## src/rtl/demux18.sv

```systemverilog
// rtl/demux18.sv - one-to-eight registered demultiplexer with per-channel valid/ready handshakes
// Destination is the internal round-robin pointer in auto mode, otherwise sel.
module demux18 #(
  parameter int W = 8
) (
  input  logic           clk,
  input  logic           rst_n,
  input  logic [W-1:0]   in_data,
  input  logic [2:0]     sel,
  input  logic           auto_mode,
  input  logic           in_valid,
  output logic           in_ready,
  output logic [8*W-1:0] out_data,
  output logic [7:0]     out_valid,
  input  logic [7:0]     out_ready,
  output logic [2:0]     ptr,
  output logic [15:0]    acc_count
);

  logic [2:0]          dest;
  logic                accept;
  logic [7:0]          load;
  logic [7:0][W-1:0]   data_q, data_d;
  logic [7:0]          valid_q, valid_d;
  logic [2:0]          ptr_q, ptr_d;
  logic [15:0]         cnt_q, cnt_d;

  // A full channel still accepts when its consumer drains it on the same edge.
  always_comb begin
    dest     = auto_mode ? ptr_q : sel;
    in_ready = rst_n & (~valid_q[dest] | out_ready[dest]);
    accept   = in_valid & in_ready;
    load     = accept ? (8'(1) << dest) : 8'h00;
    valid_d  = load | (valid_q & ~out_ready);
    data_d   = data_q;
    for (int k = 0; k < 8; k++) begin
      if (load[k]) data_d[k] = in_data;
    end
    ptr_d = ptr_q + 3'(accept & auto_mode);
    cnt_d = cnt_q + 16'(accept);
  end

  always_ff @(posedge clk or negedge rst_n) begin
    if (!rst_n) begin
      data_q  <= '0;
      valid_q <= 8'h00;
      ptr_q   <= 3'd0;
      cnt_q   <= 16'd0;
    end else begin
      data_q  <= data_d;
      valid_q <= valid_d;
      ptr_q   <= ptr_d;
      cnt_q   <= cnt_d;
    end
  end

  assign out_data  = data_q;
  assign out_valid = valid_q;
  assign ptr       = ptr_q;
  assign acc_count = cnt_q;

endmodule

```

## config.mk

```make
export PLATFORM = sky130hd
export DESIGN_NAME = demux18
export DESIGN_NICKNAME = d
export VERILOG_FILES = /design/src/rtl/demux18.sv
export SDC_FILE = /design/constraint.sdc
export NUM_CORES = 1
export LEC_CHECK = 0
export CAP_MARGIN = 20
export CORE_AREA = 2 2 101 83
export DETAILED_ROUTE_END_ITERATION = 8
export DIE_AREA = 0 0 103 85
export MAX_ROUTING_LAYER = met4
export PLACE_DENSITY = 0.81
export SETUP_SLACK_MARGIN = 0.2
export SLEW_MARGIN = 20
export SYNTH_ARGS = -nofsm -noshare
export SYNTH_HDL_FRONTEND = slang
export SYNTH_SLANG_ARGS = --single-unit
```

## constraint.sdc

```tcl
create_clock -name clk -period 7.2 [get_ports clk]
set_input_delay 0.72 -clock clk [delete_from_list [all_inputs] [get_ports clk]]
set_output_delay 0.72 -clock clk [all_outputs]
set_load 0.02 [all_outputs]
```

== Word-level counts from Yosys, hierarchy flattened ==
Index checks and enable logic that the tools add are counted.
Widths: inputs -> output; s select.
Storage, ports and cells
  register bits: 91
  output and inout port bits: 92
Cells by class
  magnitude comparators: 1
  muxes and demuxes: 6
  bitwise operators: 8
  $add $sub $neg: 2
  shift-type cells: 1
Operators by type and width (count)
  $add 16x1->16: 1
  $and 8x8->8: 1
  $mux 8: 1
  $not 8->8: 1
  $or 8x8->8: 1
  $shl 1x3->8 const A: 1
  $bmux 1 s3: 2
  $lt 3x4->1 const B: 1
  $add 3x1->3: 1
  $and 1x1->1: 3
  $mux 3: 1
  $mux 1: 2
  $not 1->1: 1
  $or 1x1->1: 1

== Logic depth before layout (Yosys ltp) ==
Gate-level depths: netlist of run 1.
  depth in word-level cells: 9
  depth in mapped cells: 12

== Worst setup path after synthesis of run 1 ==
Ideal clock, no wire load.
  path kind: input to register
  from: in auto_mode
  to: reg cnt_q[14] (netlist: acc_count[14])
  setup time: 131 ps
  stages on the path: 10
  setup slack: 4007 ps
  buffers on the path: 1
  required time: 7069 ps
  data arrival time: 3061 ps
  cell sequence: buf_6 > mux2i_1 > mux4_1 > o32a_4 > and3_1 > ha_1 > ha_1 > nand3_1 > nor2_1 > xor2_1
Between the ends
  longest elaborated chain between the ends: 8
  elaborated cells on any way between the ends: 10
Ends and longest elaborated chain
  from (decl): line 10  | input logic auto_mode,
  $mux 3 *: line 30  | dest = auto_mode ? ptr_q : sel;
  $bmux 1 s3: line 31  | in_ready = rst_n & (~valid_q[dest] | out_ready[dest]);
  $mux 1 (not written as such): line 31
  $not 1->1: line 31
  $or 1x1->1 *: line 31
  $and 1x1->1 *: line 31
  $and 1x1->1 *: line 32  | accept = in_valid & in_ready;
  $add 16x1->16 *: line 40  | cnt_d = cnt_q + 16'(accept);
  via cnt_d[14]: line 26  | logic [15:0] cnt_q, cnt_d;
  to (signal assigned): line 53  | cnt_q <= cnt_d;
  to (decl): line 26
Mark *: on every way through the listed nets, which the timed path passes. The rest lies on a longest branch. The select of a mux whose other input is x is not followed.
A chain may end at the register's enable or synchronous reset.

== Worst setup path in the final report of run 1 ==
  from: in auto_mode
  to: out in_ready
Between the ends
  longest elaborated chain between the ends: 6
  elaborated cells on any way between the ends: 8
Ends and longest elaborated chain
  $mux 3 *: line 30
  $bmux 1 s3: line 31
  $mux 1 (not written as such): line 31
  $not 1->1: line 31
  $or 1x1->1 *: line 31
  $and 1x1->1 *: line 31
  to (decl): line 12  | output logic in_ready,
Mark *: on every way between the ends. The rest lies on a longest branch, timed or not. The select of a mux whose other input is x is not followed.

==> reports/results.tsv, run 1 <==
stage	metric	value	unit
setup_path	CP Class	primary input to output port	
die	Die Outline Area	0.00876	mm^2
setup_path	required time at the worst-slack endpoint	6480	ps
final_layout	antenna diode count	0	
global_routing	GR Overflow Total	0	
power_and_ir_drop	IR drop worst, VDD	0.000285	V
setup_path	start of the worst register-to-register path	ptr[0]$_DFF_PN0_	
timing	Tightest Pin Transition	881	ps
routing	wire length on met1	4.10	mm
die	vertical die dimension	85	um
power_and_ir_drop	overall power	2.20	mW
setup_path	worst setup path startpoint	auto_mode	
die	initial core utilization	48.7	%
routing	DRT antenna net count	0	
status	result of the run	complete, no violations	
routing	total vias in the final route	2621	
timing	total negative slack	0	ps
routing	post-DR vias/cell	5.23	
synthesis	synthesized flop and latch total	91	
cts	buffers inserted during post-CTS setup optimization	0	
final_layout	share of cells above drive strength 1	24.4	%
synthesis	total number of yosys warnings	0	
die	Placement Rows	29	
synthesis	number of synthesized flops with an enable pin	0	
cts	Max Buffers Root-to-Sink	2	
routing	detailed-routed wire length on met2	4.48	mm
setup_path	Crit Reg-Reg Endpoint	acc_count[12]$_DFF_PN0_	
setup_path	data arrival at the endpoint of the critical path	3680	ps
routing	Routed Wire Length	9.11	mm
setup_path	Setup crit end	in_ready	
cts	TritonCTS Sinks	91	
cts	clk slew on worst S/H paths	90	ps
cts	TritonCTS clock tree	built	
timing	setup repair after global routing missed its margin	no	
routing	detailed-routed wire length on met3	445	um
cts	CTS HTree Levels	3	
cts	clock buffer count from CTS	9	
die	area of the core region	0.00776	mm^2
setup_path	FF-to-FF setup slack	4110	ps
timing	final hold viol count	0	
routing	detailed-router iteration count before antenna repair	4	
global_routing	maximum number of pins on one net before global-route repair	72	
die	io pins	115	
synthesis	list of most frequent post-synthesis cells	91 x sky130_fd_sc_hd__dfrtp_1, 65 x sky130_fd_sc_hd__mux2_2, 12 x sky130_fd_sc_hd__inv_1, 11 x sky130_fd_sc_hd__xnor2_1	
setup_path	top fanout value on the critical path	17	
global_routing	combined global-route utilization of all metal layers	23.0	%
timing	tightest slew margin relative to the limit	41.2	%
synthesis	cell area after synthesis	0.00378	mm^2
place	Buffers on Ports	114	
routing	top sig layer	met4	
global_routing	wire length of the first global-routing pass	14.6	mm
cts	master cell of the clock root buffer	sky130_fd_sc_hd__clkbuf_8	
synthesis	most instantiated library cell after synthesis	sky130_fd_sc_hd__dfrtp_1	
synthesis	cell type contributing the most total cell area after synthesis	sky130_fd_sc_hd__dfrtp_1	
final_layout	Layout Area Growth over Synthesis	38.7	%
synthesis	Post-synth top flop	sky130_fd_sc_hd__dfrtp_1	
power_and_ir_drop	static power due to leakage	2.25	nW
routing	Avg WL per Cell	18.2	um
cts	post-CTS resize count	0	
setup_path	element type at the critical path end	output port	
synthesis	fraction of registers with async set or reset after synthesis	100	%
timing	final-report setup violation count	0	
timing	share of the cycle needed by the critical path after routing	61.2	%
synthesis	distinct cell type count of the synthesized netlist	41	
routing	DRC violations left	0	
cts	CTS Hold Buffers Added	0	
cts	clock insertion delay at the later pin of the skew report	360	ps
routing	iteration-0 DRC count of the detailed router	47	
synthesis	total nets after synthesis	292	
run	max-cap viol count	0	
place	placer congestion estimate	0.855	
synthesis	part of the Yosys area used for sequential elements	60.3	%
place	hpwl dp	6.40	mm
timing	final critical delay including setup and external delays	4400	ps
timing	maximum frequency from static timing analysis	227	MHz
synthesis	Yosys top cell area share	60.3	%
synthesis	mean instance size in the synthesized netlist	14.3	um^2
final_layout	count of nets after finishing	416	
timing	final count of pins violating max slew	0	
setup_path	Register-to-Register Path Depth	9	
timing	final worst clock skew	11.7	ps
die	chip width	103	um
setup_path	type of element launching the critical path	primary input	
worst_hold_path	Worst Hold Class	primary input to asynchronous set/reset pin	
synthesis	main area contributors after synthesis	sky130_fd_sc_hd__dfrtp_1 60%, sky130_fd_sc_hd__mux2_2 19%, sky130_fd_sc_hd__xnor2_1 2.5%, sky130_fd_sc_hd__ha_1 1.3%, sky130_fd_sc_hd__inv_1 1.2%	
power_and_ir_drop	power per cell area	420	mW/mm^2
global_routing	antenna violations before repair	0	
global_routing	via count of the first global-routing pass	2670	
synthesis	instance count of the mapped netlist	265	
==> cell type report <==
| cell class | count | area [um^2] |
|---|---|---|
| clock buffer | 10 | 138 |
| clock inverter | 5 | 61.3 |
| fill | 600 | 2520 |
| inverter | 13 | 50.0 |
| multi-input combinational | 159 | 1440 |
| sequential | 91 | 2280 |
| tap | 108 | 135 |
| timing repair buffer | 115 | 1150 |
==> through the flow <==
step | setup WS (ps) | hold slack (ps) | instances | cell area, um^2 | utilization [%]
6_report | 2800 | 248 | 501 | 5240 | 67.5
5_1_grt | 2670 | 251 | 501 | 5240 | 67.5
4_1_cts | 2820 | 242 | 501 | 5240 | 67.5
3_5_place_dp | 2820 | 464 | 486 | 5040 | 65.0
3_3_place_gp | 2900 | 464 | 486 | 5040 | 65.0
2_1_floorplan | 4010 | 424 | 265 | 3780 | -
==> critical path, stage by stage <==
cell                              delay, ps
sky130_fd_sc_hd__clkdlybuf4s50_1        830
sky130_fd_sc_hd__mux2i_1                420
sky130_fd_sc_hd__mux4_1                 630
sky130_fd_sc_hd__o32a_4                 380
sky130_fd_sc_hd__and2_1                 170
sky130_fd_sc_hd__clkdlybuf4s50_1        530
==> worst min-delay path by stage <==
| stage | start | endpoint | slack, ps | cells after the start |
|---|---|---|---|---|
| 6_report | rst_n | out_valid[1]$_DFF_PN0_ | 250 | 1 |
| 2_1_floorplan | rst_n | acc_count[0]$_DFF_PN0_ | 420 | 0 |
| 4_1_cts | rst_n | out_valid[1]$_DFF_PN0_ | 240 | 1 |
| 5_1_grt | rst_n | out_valid[1]$_DFF_PN0_ | 250 | 1 |
| 3_3_place_gp | acc_count[15]$_DFF_PN0_ | acc_count[15]$_DFF_PN0_ | 460 | 1 |
| 3_5_place_dp | acc_count[15]$_DFF_PN0_ | acc_count[15]$_DFF_PN0_ | 460 | 1 |
==> sequential cells by signal (all words and copies together), names as in the netlist <==
| signal | count |
|---|---|
| ptr | 3 |
| acc_count | 16 |
| out_valid | 8 |
| out_data | 64 |
==> layout by cell type (no fill, tap or decap), types with 7 or more instances in the layout <==
cell,count
sky130_fd_sc_hd__inv_1,12
sky130_fd_sc_hd__nand3_1,7
sky130_fd_sc_hd__nand2_1,8
sky130_fd_sc_hd__nor2_1,8
sky130_fd_sc_hd__clkdlybuf4s50_1,113
sky130_fd_sc_hd__dfrtp_1,91
sky130_fd_sc_hd__xnor2_1,11
sky130_fd_sc_hd__clkbuf_8,10
sky130_fd_sc_hd__mux2_2,65
==> logic make-up after synthesis <==
group	synth area share, %
simple gates	7.35
flops	60.3
mux	21.5
compound gates	4.37
xor+xnor	3.48
buf+inv	1.75
fa+ha+maj	1.32
==> layer usage <==
| layer | up-vias | global-route usage (%) |
|---|---|---|
| li1 | 1193 | - |
| met1 | 1348 | 31.4 |
| met2 | 74 | 34.5 |
| met3 | 6 | 6.43 |
| met4 | 0 | 5.62 |
| met5 | - | - |
==> where the power goes <==
| group | switching, mW | total (mW) | internal (mW) |
|---|---|---|---|
| clock network | 0.180 | 0.350 | 0.169 |
| logic | 0.477 | 1.00 | 0.527 |
| registers | 0.133 | 0.850 | 0.716 |
| total | 0.791 | 2.20 | 1.41 |
Note: power is estimated with default switching activity, not from simulation.
==> inputs of run 2 (changes only) <==
Settings changed: CORE_AREA 2 2 101 83 to 2 2 104 86, DIE_AREA 0 0 103 85 to 0 0 106 88, PLACE_DENSITY 0.81 to 0.76.
Clock period 7.2 ns to 4.4 ns, I/O delays scaled along.
==> reports/results.tsv, run 2 (synthesis gave the netlist of run 1 again) <==
stage	metric	value	unit
cts	clock insertion delay at the later pin of the skew report	350	ps
timing	final critical delay including setup and external delays	3450	ps
timing	final worst clock skew	10.4	ps
die	io pins	115	
timing	final worst-path setup slack	954	ps
global_routing	wire length of the first global-routing pass	13.5	mm
die	chip width	106	um
cts	buffers inserted during post-CTS setup optimization	0	
cts	CTS HTree Levels	3	
power_and_ir_drop	power per cell area	690	mW/mm^2
timing	share of the cycle needed by the critical path after routing	78.3	%
global_routing	GR Overflow Total	0	
routing	DRT antenna net count	0	
setup_path	data arrival at the endpoint of the critical path	3010	ps
cts	TritonCTS Sinks	91	
timing	final count of pins violating max slew	0	
routing	post-DR vias/cell	5.10	
final_layout	area of all placed cells without fillers	0.00530	mm^2
timing	setup repair after global routing missed its margin	no	
setup_path	element type at the critical path end	output port	
setup_path	start of the worst register-to-register path	ptr[0]$_DFF_PN0_	
setup_path	CP Class	primary input to output port	
cts	clock buffer count from CTS	9	
timing	Tightest Pin Transition	743	ps
timing	total negative slack	0	ps
setup_path	largest stage delay on the critical path	620	ps
final_layout	flip-flop count of the largest register after layout	64	
power_and_ir_drop	static power due to leakage	2.27	nW
cts	Max Buffers Root-to-Sink	2	
timing	maximum frequency from static timing analysis	290	MHz
setup_path	type of element launching the critical path	primary input	
final_layout	fill cell instance count of the final layout	652	
setup_path	Crit Reg-Reg Endpoint	acc_count[12]$_DFF_PN0_	
status	result of the run	complete, no violations	
final_layout	antenna diode count	0	
place	Buffers on Ports	114	
final_layout	most frequent standard cell in the layout excluding fill and tap cells	sky130_fd_sc_hd__clkdlybuf4s50_1	
setup_path	number of buffer and inverter instances along the worst setup path	2	
die	Placement Rows	30	
global_routing	antenna violations before repair	0	
final_layout	highest-count cells in the layout ignoring fill and taps	113 x sky130_fd_sc_hd__clkdlybuf4s50_1, 91 x sky130_fd_sc_hd__dfrtp_1, 65 x sky130_fd_sc_hd__mux2_2	
cts	clk slew on worst S/H paths	90	ps
setup_path	crit-path cells	clkdlybuf4s50_1 -> mux2i_1 -> mux4_1 -> o32a_4 -> and2_1 -> clkdlybuf4s50_1	
cts	post-CTS resize count	0	
place	placed instance area	0.00506	mm^2
setup_path	kind of cell with the highest combined delay on the critical path	buffers and inverters	
cts	CTS Hold Buffers Added	1	
timing	final hold viol count	0	
setup_path	FF-to-FF setup slack	1330	ps
timing	final-report setup violation count	0	
setup_path	required time at the worst-slack endpoint	3960	ps
final_layout	count of nets after finishing	418	
routing	total vias in the final route	2589	
global_routing	combined global-route utilization of all metal layers	19.9	%
final_layout	end-of-flow core utilization	63.8	%
power_and_ir_drop	IR drop worst, VDD	0.000365	V
die	area of the core region	0.00830	mm^2
global_routing	maximum number of pins on one net before global-route repair	86	
die	initial core utilization	45.6	%
setup_path	Critical-path top delay cell	sky130_fd_sc_hd__mux4_1	
routing	Routed Wire Length	8.71	mm
routing	Avg WL per Cell	17.1	um
global_routing	via count of the first global-routing pass	2501	
final_layout	share of cells above drive strength 1	24.5	%
final_layout	Layout Area Growth over Synthesis	40.2	%
setup_path	Register-to-Register Path Depth	9	
place	hpwl dp	6.23	mm
timing	tightest slew margin relative to the limit	50.5	%
place	placer congestion estimate	0.893	
place	worst slack at placement	837	ps
cts	master cell of the clock root buffer	sky130_fd_sc_hd__clkbuf_8	
routing	iteration-0 DRC count of the detailed router	120	
routing	DRC violations left	0	
routing	detailed-router iteration count before antenna repair	4	
setup_path	top fanout value on the critical path	7	
setup_path	cell type with the highest occurrence count on the critical path	sky130_fd_sc_hd__clkdlybuf4s50_1	
run	max-cap viol count	0	
cts	TritonCTS clock tree	built	
die	Die Outline Area	0.00933	mm^2
worst_hold_path	Worst Hold Class	primary input to asynchronous set/reset pin	
die	vertical die dimension	88	um
run 2: changes by cell type in the layout (fill, tap and decap cells not counted):
cell / before / now
sky130_fd_sc_hd__clkinvlp_4: 3 / 1
sky130_fd_sc_hd__buf_6: 0 / 1
sky130_fd_sc_hd__bufinv_16: 1 / 2
sky130_fd_sc_hd__clkbuf_1: 0 / 1
sky130_fd_sc_hd__clkinv_4: 0 / 1
sky130_fd_sc_hd__dlygate4sd3_1: 0 / 1
run 2: area by class of cell:
| type | instances | area [um^2] | area share [%] |
|---|---|---|---|
| flip-flops and latches | 91 | 2280 | 43.0 |
| multi-input cells | 159 | 1440 | 27.1 |
| repair buffers | 117 | 1170 | 22.0 |
| clock buffers | 11 | 141 | 2.67 |
| well taps | 112 | 140 | 2.65 |
| clock inverters | 5 | 85.1 | 1.61 |
| inverters | 13 | 50.0 | 0.945 |
run 2: routing by layer:
layer	share of wire, %	vias up	wire (um)	GRT usage (%)
met5	0	-	0	-
met4	1.5	0	128	6.34
met3	5.1	10	440	4.99
met2	48	69	4210	31.3
met1	45	1313	3920	25.7
li1	-	1197	-	-
run 2: where the power goes:
part | internal, mW | switching (mW) | total, mW
combinational | 0.864 | 0.777 | 1.64
sequential | 1.17 | 0.214 | 1.39
clock | 0.339 | 0.286 | 0.625
run 2: how the worst max path moves through the flow:
| stage | start | endpoint | slack (ps) | cells after the start |
|---|---|---|---|---|
| 2_1_floorplan | auto_mode | acc_count[14]$_DFF_PN0_ | 1490 | 10 |
| 3_3_place_gp | auto_mode | acc_count[14]$_DFF_PN0_ | 880 | 10 |
| 3_5_place_dp | auto_mode | acc_count[12]$_DFF_PN0_ | 840 | 10 |
| 4_1_cts | auto_mode | in_ready | 930 | 6 |
| 5_1_grt | auto_mode | in_ready | 810 | 8 |
| 6_report | auto_mode | in_ready | 950 | 6 |
run 2: worst reg2reg max path, delay by kind of cell, from the launching register on:
family	cells	cell delay, ps
AOI/OAI and AO/OA	1	370
xor gates and xnor gates	1	140
adders and majority gates	2	540
DFF	1	470
muxes	2	980
and+or+nand+nor	3	450
run 2: stage by stage:
step	hold WS, ps	cells	power, mW
2_1_floorplan	144	265	2.19
3_3_place_gp	276	491	3.02
3_5_place_dp	277	491	3.06
4_1_cts	431	508	3.70
5_1_grt	439	508	3.84
6_report	453	508	3.65
==> inputs of run 3 (changes only) <==
Settings changed: CORE_AREA 2 2 104 86 to 2 2 110 90, DIE_AREA 0 0 106 88 to 0 0 112 92, PLACE_DENSITY 0.76 to 0.72.
Clock period 4.4 ns to 3 ns, I/O delays scaled along.
==> reports/results.tsv, run 3 (synthesis gave the netlist of run 1 again) <==
stage	metric	value	unit
status	result of the run	complete, no violations	
timing	maximum frequency from static timing analysis	365	MHz
setup_path	required time at the worst-slack endpoint	2700	ps
global_routing	routing layer with the top usage in global route	met2	
routing	total vias in the final route	2674	
timing	total negative slack	0	ps
cts	CTS HTree Levels	3	
power_and_ir_drop	static power due to leakage	2.41	nW
routing	Routed Wire Length	9.45	mm
final_layout	most frequent standard cell in the layout excluding fill and tap cells	sky130_fd_sc_hd__clkdlybuf4s50_1	
die	chip width	112	um
place	total placed cells including tap cells	515	
setup_path	top fanout value on the critical path	7	
cts	clk slew on worst S/H paths	60	ps
final_layout	Layout Area Growth over Synthesis	47.5	%
place	placer congestion estimate	0.909	
setup_path	element type at the critical path end	output port	
timing	final critical delay including setup and external delays	2740	ps
global_routing	GR Util met3	4.69	%
run	max-cap viol count	0	
routing	iteration-0 DRC count of the detailed router	86	
cts	master cell of the clock root buffer	sky130_fd_sc_hd__clkbuf_16	
die	io pins	115	
die	vertical die dimension	92	um
global_routing	wire length of the first global-routing pass	14.8	mm
global_routing	maximum number of pins on one net before global-route repair	74	
setup_path	data arrival at the endpoint of the critical path	2440	ps
timing	tightest slew margin relative to the limit	40.5	%
die	initial core utilization	40.3	%
place	hpwl dp	6.83	mm
timing	final-report setup violation count	0	
global_routing	via count of the first global-routing pass	2728	
cts	buffers inserted during post-CTS setup optimization	0	
timing	final count of pins violating max slew	0	
cts	clock buffer count from CTS	9	
global_routing	met2 track demand over resource in global routing	29.5	%
final_layout	antenna diode count	0	
final_layout	share of cells above drive strength 1	28.8	%
timing	final hold viol count	0	
cts	Max Buffers Root-to-Sink	2	
place	Buffers on Ports	114	
die	Placement Rows	32	
final_layout	flip-flop count of the largest register after layout	64	
routing	post-DR vias/cell	5.03	
global_routing	antenna violations before repair	0	
routing	Avg WL per Cell	17.8	um
timing	share of the cycle needed by the critical path after routing	91.4	%
routing	detailed-router iteration count before antenna repair	4	
cts	clock insertion delay at the later pin of the skew report	330	ps
global_routing	combined global-route utilization of all metal layers	19.4	%
routing	DRT antenna net count	0	
die	area of the core region	0.00937	mm^2
timing	setup repair after global routing missed its margin	no	
setup_path	type of element launching the critical path	flop	
cts	TritonCTS Sinks	91	
final_layout	count of nets after finishing	435	
place	placed instance area	0.00526	mm^2
cts	TritonCTS clock tree	built	
setup_path	CP Class	flop to output port	
global_routing	Global Route met1 Usage	25.8	%
die	Die Outline Area	0.0103	mm^2
worst_hold_path	Worst Hold Class	primary input to asynchronous set/reset pin	
global_routing	GR Overflow Total	0	
routing	DRC violations left	0	
power_and_ir_drop	overall power	5.59	mW
timing	final worst clock skew	8.89	ps
final_layout	final standard cell count with taps included and fillers excluded	532	
final_layout	end-of-flow core utilization	59.5	%
power_and_ir_drop	IR drop worst, VDD	0.000578	V
power_and_ir_drop	power per cell area	1000	mW/mm^2
final_layout	highest-count cells in the layout ignoring fill and taps	111 x sky130_fd_sc_hd__clkdlybuf4s50_1, 90 x sky130_fd_sc_hd__dfrtp_1, 65 x sky130_fd_sc_hd__mux2_2	
timing	Tightest Pin Transition	892	ps
final_layout	area of all placed cells without fillers	0.00557	mm^2
-- run 3: cell count changes in the layout (fill, tap and decap cells not counted), sizes merged, moves of 2 or more --
| cell | before | now |
|---|---|---|
| dlygate4sd2 | 0 | 2 |
| buf | 3 | 20 |
| bufinv | 2 | 0 |
| clkinv | 2 | 4 |
| clkdlybuf4s50 | 113 | 111 |
| inv | 13 | 15 |
-- run 3: path summary, 6_finish.rpt --
check / cells past startpoint / to / from / slack, ps
min reg2reg: 1 / acc_count[15]$_DFF_PN0_ / acc_count[15]$_DFF_PN0_ / 470
min: 2 / out_valid[1]$_DFF_PN0_ / rst_n / 420
min in group clk: 1 / acc_count[15]$_DFF_PN0_ / acc_count[15]$_DFF_PN0_ / 470
max reg2reg: 9 / acc_count[4]$_DFF_PN0_ / ptr[0]$_DFF_PN0_ / 300
max in group asynchronous: 3 / out_data[35]$_DFFE_PN0P_ / rst_n / 1390
max: 5 / in_ready / ptr[0]$_DFF_PN0_ / 260
-- run 3: power by group --
group / total [mW] / internal (mW) / switching [mW]
logic: 2.46 / 1.32 / 1.15
registers: 2.06 / 1.72 / 0.332
clock network: 1.07 / 0.592 / 0.477
-- run 3: repair_timing --
action | CTS | global route
hold buffers | 1 | 0
endpoints found under the hold margin | 18 | 0
endpoints found under the setup margin | 7 | 2
gates resized for setup | 3 | 2
-- run 3: worst max-delay path, cell delays in order (launching register included) --
cell and delay, ps:
sky130_fd_sc_hd__dfrtp_2 470, sky130_fd_sc_hd__mux2i_4 230, sky130_fd_sc_hd__mux4_1 600, sky130_fd_sc_hd__o32a_4 340, sky130_fd_sc_hd__and2_1 160, sky130_fd_sc_hd__dlygate4sd2_1 310
-- run 3: metal layers --
metal / part of all wire [%] / vias to the layer above
met5: 0 / -
met4: 1.2 / 0
met3: 6.0 / 9
met2: 48 / 91
met1: 44 / 1338
li1: - / 1236
-- run 3: per-stage QoR --
step	setup WS (ps)	hold slack [ps]
2_1_floorplan	236	4.41
3_3_place_gp	-148	211
3_5_place_dp	-214	211
4_1_cts	250	419
5_1_grt	217	446
6_report	257	424
-- run 3: area by class of cell --
type                    instances  area [um^2]
fillers                       779         3800
flip-flops and latches         91         2280
multi-input cells             159         1460
repair buffers                134         1350
clock buffers                  10          239
well taps                     119          149
inverters                      13         50.0
clock inverters                 6         45.0
==> RTL edit: new RTL, flow settings as in run 3 <==
Put one more register stage on the output `acc_count`, cleared by the reset. The value now appears one clock later. The other outputs are not delayed to match.
--- a/src/rtl/demux18.sv
+++ b/src/rtl/demux18.sv
@@ -57,7 +57,13 @@
   assign out_data  = data_q;
   assign out_valid = valid_q;
   assign ptr       = ptr_q;
-  assign acc_count = cnt_q;
+  always_ff @(posedge clk or negedge rst_n) begin
+    if (!rst_n) begin
+      acc_count <= '0;
+    end else begin
+      acc_count <= cnt_q;
+    end
+  end
 
 endmodule
 
Formal check against the unedited RTL: not equivalent (a bounded check fails within 4 cycles, from zero or initial values and one cycle with rst_n low).
==> RTL edit against run 3 <==
- sequential cell count up 16
- area after synthesis is 16% higher
- clock skew down 1.9 ps
- non-clock buffer count fell by 4
- total power increased by 9.2%
- cell area increased by 10%
- routed wire length up 9.1%
- combinational power grew 4%
- setup slack gained 110 ps
- highest routed layer unchanged
- synthesized cell count up 7.9%
- hold slack got worse by 370 ps
==> RTL edit: results (changes against run 3) <==
* Hold WS: 51.7 ps (-373 ps)
- Number of cells traversed by the worst register-to-register path: 12 (+3)
- Category of cells accounting for the largest share of critical-path delay: simple AND/OR/NAND/NOR gates
- The flow ran to the end, and the final reports show no timing, DRC or antenna violations.
- Placed Cells: 529 (+2.7%)
- Main area contributors after synthesis: dfrtp_1 (61%), mux2_4 (11%), mux2_2 (7.9%)
- Lkg Pwr: 2.78 nW (+15%)
- Number of non-filler instances in the completed layout: 545 (+2.4%)
- The worst slew margin relative to its limit is 43.6% (+3.1 points).
- The DRC violation total after the first TritonRoute iteration is 117 (+36%).
- The mean cell area of the mapped netlist is 15.4 µm² (+7.8%).
- The switching power total is 2.02 mW (+3.4%).
- Post-placement worst setup slack: -198 ps (+15.5 ps)
- In this run the worst setup path terminates at cnt_q[15]$_DFF_PN0_.
- The total wire length came to 10300 µm (+9.1%).
- Fraction of power spent switching nets: 33.1% (-1.9 points)
- Total half-perimeter wirelength after legalization and detailed placement: 7130 µm (+4.3%)
- The via count of the first global-routing pass is 2913 (+6.8%).
* Maximum resistive drop on vdd: 0.000713 V (+23%)
- The number of distinct standard cells referenced by the synthesized netlist was 36 (-12%).
- Placed inst area: 5790 µm² (+10%)
- M3 GR Usage: 5.95% (+1.3 points)
- In the synthesized netlist, the cells that appear most often are dfrtp_1 (107), mux2_4 (32), mux2_2 (31), nand2_1 (12).
- The global-route met2 utilization was 31.1% (+1.6 points).
- Minimum period implied by the final worst setup slack: 2630 ps (-112 ps)
- For this design, the slowest cell found on the critical path is mux4_2.
- Global-route wire length before repair: 16400 µm (+11%)
* Global placer's final weighted congestion: 0.849 (-6.6%)
- The routed wire length on met3 was 570 µm (+0.18%).
- The met1 demand-to-capacity share in global routing is 30.0% (+4.2 points).
- Sequential element share of the synthesized area: 60.9% (+0.67 points)
- The detailed-route via count came to 2783 (+4.1%).
- Layout Nets: 448 (+3.0%)
- Largest net degree at the start of global routing: 68 (-8.1%)
* Met1 wire length: 4750 µm (+13%)
==> RTL edit: cell count changes after synthesis, moves of 4 or more <==
| cell | change |
|---|---|
| dfrtp_1 | +16 |
| nand2_1 | +4 |
| mux2_4 | +32 |
| buf_6 | +4 |
| nor2_2 | -4 |
| mux2_2 | -34 |
| a21o_1 | +4 |
==> RTL edit: cell type report <==
cell class                 count  area (µm²)  share of cell area, %
clock inverter                 3        45.0                  0.734
multi-input combinational    163        1640                   26.8
sequential                   107        2680                   43.6
timing repair buffer         130        1310                   21.4
tap                          119         149                   2.43
inverter                      10        37.5                  0.612
clock buffer                  13         270                   4.40
==> RTL edit: logic make-up after synthesis <==
kind of cell / Yosys count / synth area share [%]
adders and majority gates: 4 / 1.14
DFF: 107 / 60.9
xor gates and xnor gates: 15 / 2.99
muxes: 69 / 20.8
and+or+nand+nor: 53 / 8.40
buffers and inverters: 16 / 2.25
AOI/OAI and AO/OA: 22 / 3.45
